File: config.mk
export PLATFORM = sky130hd
export DESIGN_NAME = spi_op_master_flat
export DESIGN_NICKNAME = d
export VERILOG_FILES = /design/src/rtl/spi_if.sv /design/src/rtl/spi_op_master.sv /design/src/flat_wrapper.sv
export SDC_FILE = /design/constraint.sdc
export NUM_CORES = 1
export LEC_CHECK = 0
export ABC_AREA = 0
export ABC_CLOCK_PERIOD_IN_PS = 7600
export BUFFER_PORTS_ARGS = -buffer_cell sky130_fd_sc_hd__buf_4
export CAP_MARGIN = 40
export CORE_MARGIN = 2
export CORE_UTILIZATION = 50
export CTS_CLUSTER_SIZE = 40
export DETAILED_ROUTE_END_ITERATION = 10
export PLACE_DENSITY_LB_ADDON = 0.08
export REMOVE_ABC_BUFFERS = 1
export SKIP_CTS_REPAIR_TIMING = 1
export SYNTH_ARGS = -nofsm -noshare
export SYNTH_HDL_FRONTEND = slang
export SYNTH_SLANG_ARGS = --single-unit
File: constraint.sdc
create_clock -name clock -period 7.6 [get_ports clock]
set_input_delay 0.38 -clock clock [delete_from_list [all_inputs] [get_ports clock]]
set_output_delay 0.38 -clock clock [all_outputs]
set_load 0.01 [all_outputs]
File: src/rtl/spi_if.sv
// SPI link between the operation master and an SPI-attached functional unit.
interface spi_if;
   logic sclk;
   logic nss;
   logic mosi;
   logic miso;

   modport MASTER (output sclk, output nss, output mosi, input miso);
   modport SLAVE  (input sclk, input nss, input mosi, output miso);
endinterface

File: src/rtl/spi_op_master.sv
// SPI master that ships {opcode, A, B} MSB-first to a functional-unit slave
// and returns the 32-bit result on a valid/ready response port.
module spi_op_master #(
   parameter int unsigned SCLK_LOW_CYCLES = 1
) (
   input  logic        clock,
   input  logic        reset,
   input  logic        cmd_valid,
   output logic        cmd_ready,
   input  logic [3:0]  cmd_opcode,
   input  logic [31:0] cmd_a,
   input  logic [31:0] cmd_b,
   output logic        rsp_valid,
   input  logic        rsp_ready,
   output logic [31:0] rsp_data,
   output logic        busy,
   spi_if.MASTER       spi
);

   localparam int unsigned LEAD_CYCLES = (SCLK_LOW_CYCLES > 2) ? SCLK_LOW_CYCLES : 2;
   localparam logic [3:0]  LEAD_LOAD   = 4'(LEAD_CYCLES - 1);
   localparam logic [3:0]  LOW_LOAD    = 4'(SCLK_LOW_CYCLES - 1);

   typedef enum logic [3:0] {
      IDLE,
      LEAD,
      TX_HIGH,
      TX_LOW,
      TURN,
      RX_HIGH,
      RX_LOW,
      RESP,
      GAP
   } state_t;

   state_t      state_q, state_d;
   logic [67:0] tx_q, tx_d;
   logic [31:0] rx_q, rx_d;
   logic [6:0]  bit_q, bit_d;
   logic [3:0]  cnt_q, cnt_d;

   logic        cmd_ready_q, cmd_ready_d;
   logic        rsp_valid_q, rsp_valid_d;
   logic [31:0] rsp_data_q, rsp_data_d;
   logic        busy_q, busy_d;
   logic        sclk_q, sclk_d;
   logic        nss_q, nss_d;
   logic        mosi_q, mosi_d;

   always_comb begin
      state_d    = state_q;
      tx_d       = tx_q;
      rx_d       = rx_q;
      bit_d      = bit_q;
      cnt_d      = cnt_q;
      rsp_data_d = rsp_data_q;

      case (state_q)
         IDLE: begin
            if (cmd_valid) begin
               tx_d    = {cmd_opcode, cmd_a, cmd_b};
               bit_d   = 7'd67;
               cnt_d   = LEAD_LOAD;
               state_d = LEAD;
            end
         end
         LEAD: begin
            if (cnt_q == 4'd0) state_d = TX_HIGH;
            else               cnt_d   = cnt_q - 4'd1;
         end
         TX_HIGH: begin
            if (bit_q == 7'd0) begin
               cnt_d   = 4'd1;
               state_d = TURN;
            end else begin
               tx_d    = {tx_q[66:0], 1'b0};
               bit_d   = bit_q - 7'd1;
               cnt_d   = LOW_LOAD;
               state_d = TX_LOW;
            end
         end
         TX_LOW: begin
            if (cnt_q == 4'd0) state_d = TX_HIGH;
            else               cnt_d   = cnt_q - 4'd1;
         end
         TURN: begin
            if (cnt_q == 4'd0) begin
               bit_d   = 7'd31;
               state_d = RX_HIGH;
            end else begin
               cnt_d = cnt_q - 4'd1;
            end
         end
         RX_HIGH: begin
            rx_d    = {rx_q[30:0], spi.miso};
            state_d = RX_LOW;
         end
         RX_LOW: begin
            if (bit_q == 7'd0) begin
               rsp_data_d = rx_q;
               state_d    = RESP;
            end else begin
               bit_d   = bit_q - 7'd1;
               state_d = RX_HIGH;
            end
         end
         RESP: begin
            if (rsp_ready) state_d = GAP;
         end
         GAP:     state_d = IDLE;
         default: state_d = IDLE;
      endcase

      // Outputs are registered, so they follow the state being entered.
      cmd_ready_d = (state_d == IDLE);
      rsp_valid_d = (state_d == RESP);
      busy_d      = (state_d != IDLE) && (state_d != GAP);
      nss_d       = (state_d == IDLE) || (state_d == RESP) || (state_d == GAP);
      sclk_d      = (state_d == TX_HIGH) || (state_d == TURN) || (state_d == RX_HIGH);
      mosi_d      = ((state_d == LEAD) || (state_d == TX_HIGH) || (state_d == TX_LOW))
                    ? tx_d[67] : 1'b0;
   end

   always_ff @(posedge clock or posedge reset) begin
      if (reset) begin
         state_q     <= IDLE;
         tx_q        <= '0;
         rx_q        <= '0;
         bit_q       <= '0;
         cnt_q       <= '0;
         cmd_ready_q <= 1'b1;
         rsp_valid_q <= 1'b0;
         rsp_data_q  <= '0;
         busy_q      <= 1'b0;
         sclk_q      <= 1'b0;
         nss_q       <= 1'b1;
         mosi_q      <= 1'b0;
      end else begin
         state_q     <= state_d;
         tx_q        <= tx_d;
         rx_q        <= rx_d;
         bit_q       <= bit_d;
         cnt_q       <= cnt_d;
         cmd_ready_q <= cmd_ready_d;
         rsp_valid_q <= rsp_valid_d;
         rsp_data_q  <= rsp_data_d;
         busy_q      <= busy_d;
         sclk_q      <= sclk_d;
         nss_q       <= nss_d;
         mosi_q      <= mosi_d;
      end
   end

   assign cmd_ready = cmd_ready_q;
   assign rsp_valid = rsp_valid_q;
   assign rsp_data  = rsp_data_q;
   assign busy      = busy_q;
   assign spi.sclk  = sclk_q;
   assign spi.nss   = nss_q;
   assign spi.mosi  = mosi_q;

endmodule
File: src/flat_wrapper.sv
// flat-port wrapper written by rule: the top's interface ports become plain ports
module spi_op_master_flat 
#(
   parameter int unsigned SCLK_LOW_CYCLES = 1
)
  (clock, reset, cmd_valid, cmd_ready, cmd_opcode, cmd_a, cmd_b, rsp_valid, rsp_ready, rsp_data, busy, spi_sclk, spi_nss, spi_mosi, spi_miso);
  spi_if spi_i ();
  input  logic clock;
  input  logic reset;
  input  logic cmd_valid;
  output logic cmd_ready;
  input  logic [3:0] cmd_opcode;
  input  logic [31:0] cmd_a;
  input  logic [31:0] cmd_b;
  output logic rsp_valid;
  input  logic rsp_ready;
  output logic [31:0] rsp_data;
  output logic busy;
  output wire logic [$bits(spi_i.sclk)-1:0] spi_sclk;
  output wire logic [$bits(spi_i.nss)-1:0] spi_nss;
  output wire logic [$bits(spi_i.mosi)-1:0] spi_mosi;
  input wire logic [$bits(spi_i.miso)-1:0] spi_miso;
  assign spi_sclk = spi_i.sclk;
  assign spi_nss = spi_i.nss;
  assign spi_mosi = spi_i.mosi;
  assign spi_i.miso = spi_miso;
  spi_op_master #(.SCLK_LOW_CYCLES(SCLK_LOW_CYCLES)) u_core (.clock(clock), .reset(reset), .cmd_valid(cmd_valid), .cmd_ready(cmd_ready), .cmd_opcode(cmd_opcode), .cmd_a(cmd_a), .cmd_b(cmd_b), .rsp_valid(rsp_valid), .rsp_ready(rsp_ready), .rsp_data(rsp_data), .busy(busy), .spi(spi_i));
endmodule
# Word level (Yosys, flattened, before mapping)

Cells that the tools add are included.
W data, S select, Z words.

Register bits: 153
Bits of input ports: 73
Output and inout port bits: 38
Word-level logic and storage cells: 76

$add $sub $neg: 2
Equal/unequal tests: 20
Muxes and demuxes: 19
Reduce and logical (&&, ||, !) cells: 22

Operator list:

| kind                  | count |
|---|---|
| $mux W68              | 2 |
| $pmux W68 S2          | 1 |
| $eq A4 B3 Y1 const B  | 7 |
| $pmux W4 S7           | 1 |
| $mux W4               | 6 |
| $mux W7               | 3 |
| $pmux W7 S3           | 1 |
| $eq A4 B2 Y1 const B  | 4 |
| $logic_not A4 Y1      | 3 |
| $pmux W4 S3           | 1 |
| $eq A4 B1 Y1 const B  | 2 |
| $ne A2 B2 Y1 const B  | 4 |
| $logic_not A7 Y1      | 1 |
| $sub A7 B1 Y7 const B | 1 |
| $logic_or A1 B1 Y1    | 6 |
| $reduce_and A3 Y1     | 2 |
| $reduce_bool A3 Y1    | 2 |
| $eq A4 B4 Y1 const B  | 1 |
| $ne A4 B4 Y1 const B  | 1 |
| $reduce_and A4 Y1     | 1 |
| $reduce_bool A4 Y1    | 1 |
| $reduce_or A2 Y1      | 2 |
| $sub A4 B1 Y4 const B | 1 |
| $mux W3               | 1 |
| other kinds (7)       | 8 |

# Logic depth before layout (Yosys ltp)

Gate-level depths: netlist of run 1.

Depth after elaboration: 7
Depth in mapped cells: 9
Depth with buffers taken out: 7

# Worst setup path after synthesis of run 1

Ideal clock, no wire load.

Kind: register to register
Start: register u_core.cnt_q[0]
End: register u_core.bit_q[5]
Setup time: 83 ps
Data arrival time: 1900 ps
Data required time: 7517 ps
Setup slack: 5618 ps
Cell stages (with the launch flop): 8
Path buffers: 0
Clock period less this slack: 1982 ps
Cell sequence: dfrtp_1 inv_1 ha_1 nor3b_4 mux2i_1 a2111o_1 or4_1 o21ai_0

Word-level cells in the longest chain between the ends: 3

RTL lines:

| what                               | RTL line             | RTL |
|---|---|---|
| start, declared                    | spi_op_master.sv:40  | `logic [3:0] cnt_q, cnt_d;` |
| start signal, assigned             | spi_op_master.sv:143 | `cnt_q <= cnt_d;` |
| $logic_not A4 Y1                   | spi_op_master.sv:87  | `if (cnt_q == 4'd0) begin` |
| $ne A2 B1 Y1 (no source line)      | -                    |  |
| $reduce_and A4 Y1 (no source line) | -                    |  |
| end signal, assigned               | spi_op_master.sv:142 | `bit_q <= bit_d;` |
| end, declared                      | spi_op_master.sv:39  | `logic [6:0] bit_q, bit_d;` |

No other way between the ends.
A chain may end at the register's enable or synchronous reset.

# Final worst setup path of run 1

Start: register u_core.bit_q[0]
End: register u_core.busy_q (netlist: u_core.busy)

Word-level cells in the longest chain between the ends: 5
Elaborated cells between the ends (all ways): 7
Those cells by class: eq/ne (1); mux (3); reduce/logical (3)

RTL lines:

| what                                                      | RTL line                                 | RTL |
|---|---|---|
| $logic_not A7 Y1 (*)                                      | spi_op_master.sv:72, spi_op_master.sv:99 |  |
| $mux W3 / $mux W2 (equally long branches)                 | spi_op_master.sv:72, spi_op_master.sv:99 |  |
| $pmux W4 S7 (*)                                           | spi_op_master.sv:58                      | `case (state_q)` |
| $ne A4 B4 Y1 / $reduce_bool A4 Y1 (equally long branches) | spi_op_master.sv:117                     | `busy_d = (state_d != IDLE) && (state_d != GAP);` |
| $logic_and A1 B1 Y1 (*)                                   | spi_op_master.sv:117                     |  |
| named net u_core.busy_d                                   | spi_op_master.sv:45                      | `logic busy_q, busy_d;` |
| end signal, assigned                                      | spi_op_master.sv:147                     | `busy_q <= busy_d;` |
| end, declared                                             | spi_op_master.sv:45                      |  |

Mark *: on every way through the listed nets, which the timed path passes. The rest lies on a longest branch.

==> impl_metrics.tcl, run 1 <==
set metrics [dict create \
    end_kind "flop" \
    die_y_um 117 \
    synthMuxAreaShare_pct 11.6 \
    start_kind "flop" \
    via_per_inst 5.34 \
    synth_top_family_by_area "simple AND/OR/NAND/NOR gates" \
    pre_cts_ws_ns 4.26 \
    fin_skew_ns 0.0131 \
    numCtsBuffers 17 \
    cap_violations 0 \
    ff2ff_path_depth 9 \
    start_util_pct 51.0 \
    track_usage_pct 20.1 \
    antenna_left 0 \
    pwr-share-clk_pct 48.8 \
    slew_headroom_pct 49.7 \
    tightest_slew_ns 0.754 \
    yosys_warnings 0 \
    path_max_fanout 70 \
    antenna_found_initial 0 \
    die_w_um 117 \
    synth_compound_area_share_pct 12.5 \
    worstSkewPairLatency_ns 0.43 \
    outcome "finished, final reports clean" \
    fin_crit_sh_pct 43.5 \
    clock_sinks 153 \
    clock.fmax_ghz 0.302 \
    synthXorXnorAreaFrac_pct 0 \
    timing.final.ws_setup_ns 4.29 \
    comb_power_share_pct 3.2 \
    clockRootBuffer "clkbuf_16" \
    rsz0062_at_grt "false" \
    placed_area_um2 7380 \
    synthAdderAreaFrac_pct 0.390 \
    grt_pass1_wl_um 21200 \
    firstDrtPassIters 5 \
    layout_commonest_cell "dfrtp_1" \
    final_area_um2 7980 \
    rr_startpoint "u_core.bit_q[0]$_DFFE_PP0P_" \
    hpwlAfterDp_um 8340 \
    drive_gt1_share_pct 33.4 \
    synth_area_per_cell_um2 11.5 \
    core_area_um2 12600 \
    critPathArrivalTime_ns 3.61 \
    clk_pin_slew_ns 0.06 \
    die_area_um2 13700 \
    worstHoldPathCells 2 \
    finalWirelength_um 13000 \
    row_count 41 \
    vias 4516 \
    pwr-share-seq_pct 48.0 \
    drt_first_iter_violations 286 \
    routabilityCongestion 0.862 \
    num_io_pins 111 \
    hold_viol_final 0 \
    cts_tree "yes" \
    clk_path_buf_depth 2 \
    synthFlopType "dfrtp_1" \
    grt_max_degree 71 \
    peakVddDrop_uv 155 \
    drc 0 \
    yosysSeqAreaShare_pct 59.7 \
    final_cell_mix "151 x dfrtp_1, 140 x nand2_1, 116 x buf_4" \
    htree_levels 4 \
    reg2reg_slack_ns 4.29 \
    p_int_mw 1.37 \
    synth.distinct_cells 48 \
    synth_edf_count 0 \
    timing.rr.end "u_core.busy$_DFF_PP0_" \
    hp-class "input port to flop" \
    drv_slew 0 \
    routedWlPerCell_um 15.4 \
    synth-seq-cells 153 \
    worstPathRequired_ns 7.90 \
    finalSetupViolations 0 \
    grt_overflow 0 \
    netlist_instances 558 \
    hp-start "spi_miso" \
    p_sw_mw 0.349 \
    io_buffers 110 \
    synthToLayoutAreaGrowth_pct 24.4 \
    tns_ns 0 \
    nets 736 \
    antenna_cells 0 \
    synth.cell_area_um2 6410 \
    grt_pass1_vias 4366 \
    min_to "u_core.rx_q[0]$_DFFE_PP0P_" \
    async_flop_share_pct 100 \
    worstSetupPathType "flop to flop" \
    p_per_area_nw_per_um2 216 \
    synthSimpleGateAreaFrac_pct 12.7 \
    switching_share_pct 20.3 \
    fin_crit_ns 3.31 \
    p_leak_nw 4.17 \
]
==> worst max-delay path, stage by stage, from the launching register on <==
cell and delay (ns):
dfrtp_1 0.38, inv_1 0.12, ha_1 0.23, nor4b_4 0.38
a2111oi_4 0.13, buf_4 0.37, nor2_4 0.53, buf_4 0.51
nand3_1 0.20, or2_2 0.31
==> flip-flops by register name, indices dropped and copies added (netlist names) <==
register	flops
u_core.rsp_valid	1
u_core.rx_q	32
u_core.cmd_ready	1
u_core.state_q	4
u_core.bit_q	7
u_core.busy	1
u_core.spi.nss	1
u_core.cnt_q	4
u_core.rsp_data	32
u_core.spi.mosi	1
u_core.spi.sclk	1
u_core.tx_q	68
==> logic make-up after synthesis <==
logic type,after synthesis
adder cells (fa/ha/maj),2
flip-flops,153
AND/OR/NAND/NOR,183
multiplexers,66
buffers and inverters,44
AO/OA/AOI/OAI,110
==> cells in the mapped netlist (2+ instances only) <==
master,count,area (um2)
a32o_1,2,20.0
nor3_1,7,35.0
a211oi_1,3,22.5
a22o_1,2,17.5
a31oi_1,2,12.5
nand2_1,140,526
or2_2,2,12.5
buf_2,14,70.1
dfstp_2,2,52.6
o21ai_0,13,65.1
clkbuf_1,12,45.0
inv_1,10,37.5
o21bai_1,2,15.0
ha_1,2,25.0
a21oi_1,10,50.1
nor2_1,10,37.5
buf_1,6,22.5
nor4_1,2,12.5
mux2_2,65,732
dfrtp_1,151,3780
o31ai_1,2,15.0
a2111o_1,2,22.5
nor2b_1,2,12.5
nand2b_1,4,25.0
a21o_1,2,15.0
a22oi_1,66,495
buf_6,2,22.5
==> worst max-delay path by stage <==
stage / from / to / slack [ns]
2_1_floorplan: reset / u_core.bit_q[0]$_DFFE_PP0P_ / 3.10
3_3_place_gp: u_core.bit_q[0]$_DFFE_PP0P_ / u_core.busy$_DFF_PP0_ / 4.42
3_5_place_dp: u_core.bit_q[0]$_DFFE_PP0P_ / u_core.busy$_DFF_PP0_ / 4.26
4_1_cts: u_core.bit_q[0]$_DFFE_PP0P_ / u_core.busy$_DFF_PP0_ / 4.26
5_1_grt: u_core.bit_q[0]$_DFFE_PP0P_ / u_core.busy$_DFF_PP0_ / 4.02
6_report: u_core.bit_q[0]$_DFFE_PP0P_ / u_core.busy$_DFF_PP0_ / 4.29
==> per-stage QoR <==
step | instances | power, mW | util (%) | hold slack (ns)
2_1_floorplan | 524 | 0.858 | - | 0.440
3_3_place_gp | 812 | 0.894 | 58.5 | 0.452
3_5_place_dp | 813 | 0.897 | 58.7 | 0.431
4_1_cts | 844 | 1.74 | 63.4 | -0.0261
5_1_grt | 845 | 1.79 | 63.5 | 0.171
6_report | 845 | 1.72 | 63.5 | 0.186
==> final cells by class <==
type	instances	area, um2
Timing Repair Buffer	118	908
Inverter	10	42.5
Tap cell	172	215
Sequential cell	153	3830
Multi-Input combinational cell	361	2390
Fill cell	1044	4590
Clock buffer	19	443
Clock inverter	12	150
==> per-layer routing <==
layer,up-vias,GRT usage [%],part of all wire (%)
met1,2231,26.4,45
met4,0,7.53,1.1
met2,104,31.3,49
met3,11,6.85,4.9
li1,2170,-,-
met5,-,0,0
==> power groups by stage <==
stage / combinational [mW] / sequential, mW / clock (mW)
3_5_place_dp: 0.0562 / 0.841 / 0
3_3_place_gp: 0.0534 / 0.840 / 0
5_1_grt: 0.0613 / 0.827 / 0.900
2_1_floorplan: 0.0184 / 0.839 / 0
6_report: 0.0552 / 0.826 / 0.841
4_1_cts: 0.0563 / 0.826 / 0.862
No activity file was read; power rests on OpenSTA's default activity.
==> run 2: changes to the inputs <==
--- a/config.mk
+++ b/config.mk
@@ -6,7 +6,7 @@
 export NUM_CORES = 1
 export LEC_CHECK = 0
 export ABC_AREA = 0
-export ABC_CLOCK_PERIOD_IN_PS = 7600
+export ABC_CLOCK_PERIOD_IN_PS = 2820
 export BUFFER_PORTS_ARGS = -buffer_cell sky130_fd_sc_hd__buf_4
 export CAP_MARGIN = 40
 export CORE_MARGIN = 2
==> constraint.sdc (replaced) <==
create_clock -name clock -period 2.82 [get_ports clock]
set_input_delay 0.141 -clock clock [delete_from_list [all_inputs] [get_ports clock]]
set_output_delay 0.141 -clock clock [all_outputs]
set_load 0.01 [all_outputs]
==> impl_metrics.tcl, run 2 (synthesis results as in run 1) <==
set metrics [dict create \
    outcome "complete, but fails checks" \
    violations "hold timing" \
    fin_skew_ns 0.00650 \
    finalWirelength_um 13700 \
    tns_ns 0 \
    timing.final.ws_setup_ns 0.463 \
    grt_pass1_vias 4490 \
    rsz0062_at_grt "false" \
    layout_commonest_cell "dfrtp_1" \
    synthToLayoutAreaGrowth_pct 35.5 \
    ff2ff_path_depth 7 \
    reg2reg_slack_ns 0.46 \
    numCtsBuffers 17 \
    fin_crit_sh_pct 83.6 \
    drt_first_iter_violations 331 \
    antenna_cells 0 \
    hold_viol_final 1 \
    finalSetupViolations 0 \
    tightest_slew_ns 0.729 \
    worstPathRequired_ns 3.15 \
    num_io_pins 111 \
    final_area_um2 8690 \
    routabilityCongestion 0.861 \
    p_sw_mw 0.953 \
    pwr-share-seq_pct 46.1 \
    ff_latch_area_um2 3830 \
    largest_register_ffs 68 \
    cts_tree "yes" \
    utilization_pct 69.2 \
    clock_sinks 153 \
    timing.rr.end "u_core.bit_q[5]$_DFFE_PP0P_" \
    drive_gt1_share_pct 30.4 \
    peakVddDrop_uv 381 \
    grt_pass1_wl_um 22100 \
    holdWs_ns -0.0100 \
    p_leak_nw 4.47 \
    grt_overflow 0 \
    finalPower_mw 4.83 \
    critPathArrivalTime_ns 2.69 \
    nets 802 \
    cpLargestDelayFamily "simple AND/OR/NAND/NOR gates" \
    placed_area_um2 7390 \
    worstSkewPairLatency_ns 0.42 \
    track_usage_pct 20.8 \
    antenna_found_initial 0 \
    hpwlAfterDp_um 8340 \
    worstSetupPathType "flop to flop" \
    io_buffers 110 \
    max_stage_delay_ns 0.59 \
    p_int_mw 3.88 \
    crit_end "u_core.bit_q[5]$_DFFE_PP0P_" \
    drv_slew 0 \
    start_util_pct 51.0 \
    die_y_um 117 \
    clockRootBuffer "clkbuf_16" \
    antenna_left 0 \
    switching_share_pct 19.7 \
    row_count 41 \
    path_max_fanout 13 \
    hp-class "input port to flop" \
    path_cells "inv_1 -> ha_1 -> nor3b_4 -> mux2i_1 -> a2111o_1 -> or4_1 -> o21ai_0" \
    fill_cells 957 \
    vias 4822 \
    start_kind "flop" \
    comb_power_share_pct 4.6 \
    core_area_um2 12600 \
    pre_cts_ws_ns 0.494 \
    final_cell_mix "151 x dfrtp_1, 140 x nand2_1, 114 x buf_4" \
    cp_slowest_cell "a2111o_1" \
    timing.critical_path.buf_inv 1 \
    startpoint "u_core.cnt_q[0]$_DFFE_PP0P_" \
    clk_pin_slew_ns 0.06 \
    rr_startpoint "u_core.cnt_q[0]$_DFFE_PP0P_" \
    routedWlPerCell_um 15.1 \
    crit_cells 7 \
    pwr-share-clk_pct 49.3 \
    firstDrtPassIters 5 \
    drc 0 \
    clk_path_buf_depth 2 \
    die_area_um2 13700 \
    via_per_inst 5.29 \
    end_kind "flop" \
    largest-register "u_core.tx_q" \
    cap_violations 0 \
    slew_headroom_pct 51.4 \
    multi_input_area_um2 2390 \
    die_w_um 117 \
    clock.fmax_ghz 0.424 \
    p_per_area_nw_per_um2 556 \
    grt_max_degree 71 \
    fin_crit_ns 2.36 \
    htree_levels 4 \
]
## run 2: changes by cell type in the layout (fill, tap and decap cells not counted), sizes merged
| cell | before | now |
|---|---|---|
| clkbuf | 19 | 20 |
| bufinv | 3 | 4 |
| clkinvlp | 3 | 2 |
| inv | 11 | 10 |
| dlygate4sd3 | 1 | 67 |
## run 2: worst min-delay path by stage
stage | depth (start not counted) | start | to
2_1_floorplan | 2 | rsp_ready | u_core.state_q[3]$_DFF_PP0_
3_3_place_gp | 2 | reset | u_core.rsp_data[31]$_DFFE_PP0P_
3_5_place_dp | 2 | reset | u_core.rsp_data[25]$_DFFE_PP0P_
4_1_cts | 2 | reset | u_core.rsp_data[25]$_DFFE_PP0P_
5_1_grt | 3 | cmd_b[17] | u_core.tx_q[17]$_DFFE_PP0P_
6_report | 3 | cmd_a[14] | u_core.tx_q[46]$_DFFE_PP0P_
## run 2: final cells by class
class	instances	share of cell area [%]
Sequential cell	153	44.1
Multi-Input combinational cell	361	27.5
Timing Repair Buffer	184	18.3
Clock buffer	20	5.25
Tap cell	172	2.48
Clock inverter	11	1.97
Inverter	10	0.489
## run 2: worst register-to-register path, cell delays in order (launching register included)
cell and delay [ns]:
dfrtp_1 0.38, inv_1 0.10, ha_1 0.22, nor3b_4 0.28
mux2i_1 0.13, a2111o_1 0.59, or4_1 0.51, o21ai_0 0.08
## run 2: power by group through the flow
stage | clock (mW) | combinational [mW] | sequential (mW)
6_report | 2.38 | 0.222 | 2.23
3_3_place_gp | 0 | 0.147 | 2.26
5_1_grt | 2.54 | 0.244 | 2.23
2_1_floorplan | 0 | 0.0496 | 2.26
4_1_cts | 2.44 | 0.150 | 2.23
3_5_place_dp | 0 | 0.149 | 2.27
## run 2: per-layer routing
metal	track usage [%]	vias up	share of wire, %
met5	0	-	0
met4	8.39	0	1.5
met3	6.02	19	4.1
met2	32.7	119	50
met1	27.4	2374	44
li1	-	2310	-
## run 2: per-stage QoR
| stage | std cells | hold WS, ns |
|---|---|---|
| 2_1_floorplan | 524 | 0.280 |
| 3_3_place_gp | 813 | 0.274 |
| 3_5_place_dp | 813 | 0.276 |
| 4_1_cts | 844 | -0.175 |
| 5_1_grt | 911 | 0.0104 |
| 6_report | 911 | -0.0100 |
==> run 3: changes to the inputs <==
--- a/config.mk
+++ b/config.mk
@@ -6,7 +6,7 @@
 export NUM_CORES = 1
 export LEC_CHECK = 0
 export ABC_AREA = 0
-export ABC_CLOCK_PERIOD_IN_PS = 2820
+export ABC_CLOCK_PERIOD_IN_PS = 2120
 export BUFFER_PORTS_ARGS = -buffer_cell sky130_fd_sc_hd__buf_4
 export CAP_MARGIN = 40
 export CORE_MARGIN = 2
==> constraint.sdc (replaced) <==
create_clock -name clock -period 2.12 [get_ports clock]
set_input_delay 0.106 -clock clock [delete_from_list [all_inputs] [get_ports clock]]
set_output_delay 0.106 -clock clock [all_outputs]
set_load 0.01 [all_outputs]
==> impl_metrics.tcl, run 3 (synthesis results as in run 1) <==
set metrics [dict create \
    peakVddDrop_uv 497 \
    clock.fmax_ghz 0.479 \
    final-instance-count-excl-fill 948 \
    grt_pass1_wl_um 21700 \
    row_count 41 \
    drive_gt1_share_pct 34.7 \
    routabilityCongestion 0.848 \
    worstSetupPathType "flop to flop" \
    fin_crit_sh_pct 98.4 \
    finalSetupViolations 0 \
    grt_overflow 0 \
    worstSkewPairLatency_ns 0.42 \
    antenna_left 0 \
    io_buffers 110 \
    core_area_um2 12600 \
    largest-register "u_core.tx_q" \
    timing.final.ws_setup_ns 0.0335 \
    grt_max_degree 62 \
    fin_crit_ns 2.09 \
    start_kind "flop" \
    fin_skew_ns 0.0137 \
    p_per_area_nw_per_um2 667 \
    largest_register_ffs 68 \
    finalWirelength_um 14800 \
    firstDrtPassIters 5 \
    antenna_found_initial 0 \
    drt_first_iter_violations 314 \
    end_kind "flop" \
    reg2reg_slack_ns 0.03 \
    tightest_slew_ns 0.522 \
    clk_path_buf_depth 2 \
    outcome "finished, final reports clean" \
    die_y_um 117 \
    clockRootBuffer "clkbuf_16" \
    final_area_um2 9000 \
    htree_levels 4 \
    antenna_cells 0 \
    worstPathRequired_ns 2.43 \
    nets 838 \
    place_inst 828 \
    p_leak_nw 4.61 \
    hp-class "input port to flop" \
    vias 5020 \
    hpwlAfterDp_um 8710 \
    routedWlPerCell_um 15.6 \
    die_w_um 117 \
    clk_pin_slew_ns 0.06 \
    slew_headroom_pct 65.2 \
    critPathArrivalTime_ns 2.40 \
    drc 0 \
    holdWs_ns 0.0419 \
    layout_commonest_cell "dfrtp_1" \
    pre_cts_ws_ns -0.00545 \
    cap_violations 0 \
    clock_sinks 153 \
    numCtsBuffers 17 \
    num_io_pins 111 \
    drv_slew 0 \
    die_area_um2 13700 \
    placed_area_um2 7530 \
    track_usage_pct 20.4 \
    cts_tree "yes" \
    via_per_inst 5.30 \
    synthToLayoutAreaGrowth_pct 40.4 \
    hold_viol_final 0 \
    utilization_pct 71.6 \
    start_util_pct 51.0 \
    final_cell_mix "151 x dfrtp_1, 140 x nand2_1, 140 x buf_4" \
    path_max_fanout 31 \
    grt_pass1_vias 4526 \
]
-- run 3: cell count changes in the layout (fill, tap and decap cells not counted), sizes merged, moves of 2 or more --
cell         before  now
inv              10   15
bufinv            4    0
dlygate4sd3      67   70
clkinvlp          2    4
buf             117  148
-- run 3: cell type report --
class | count | area [um2]
tap | 172 | 215
clock buffer | 17 | 425
fill | 897 | 3560
clock inverter | 15 | 119
multi-input combinational | 361 | 2440
sequential | 153 | 3830
timing repair buffer | 220 | 1940
inverter | 10 | 42.5
-- run 3: worst paths after layout --
path,startpoint,to,cells past startpoint
worst min register to register,u_core.tx_q[22]$_DFFE_PP0P_,u_core.tx_q[22]$_DFFE_PP0P_,2
worst min-delay path,cmd_opcode[3],u_core.tx_q[67]$_DFF_PP0_,3
max in group asynchronous,reset,u_core.rsp_data[24]$_DFFE_PP0P_,4
min in group asynchronous,reset,u_core.rsp_data[31]$_DFFE_PP0P_,3
worst max register to register,u_core.bit_q[1]$_DFFE_PP0P_,u_core.tx_q[0]$_DFFE_PP0P_,10
worst max-delay path,u_core.bit_q[1]$_DFFE_PP0P_,u_core.tx_q[0]$_DFFE_PP0P_,10
-- run 3: critical path, cell delays in order (launching register included) --
cell       delay, ns
dfrtp_1         0.37
inv_2           0.07
ha_4            0.16
nor4b_4         0.14
buf_4           0.15
a2111oi_4       0.33
buf_4           0.19
nor2_4          0.05
buf_4           0.15
buf_12          0.16
a22o_1          0.19
-- run 3: through the flow --
stage,TNS (ns),power [mW]
2_1_floorplan,-474.01,3.07
3_3_place_gp,0,3.21
3_5_place_dp,-0.00545,3.21
4_1_cts,-0.0422,5.97
5_1_grt,-0.437,6.25
6_report,0,6.01
-- run 3: layer usage --
metal | track usage, % | wire length (um) | share of wire (%) | vias to the layer above
met5 | 0 | 0 | 0 | -
met4 | 6.82 | 204 | 1.4 | 0
li1 | - | - | - | 2370
met1 | 26.5 | 6590 | 44 | 2509
met3 | 6.95 | 693 | 4.7 | 13
met2 | 32.3 | 7350 | 50 | 128
-- run 3: power by group --
group          internal [mW]  total (mW)  switching, mW
clock network           1.51        2.75           1.23
registers               2.94        2.96         0.0166
logic                  0.193       0.302          0.109
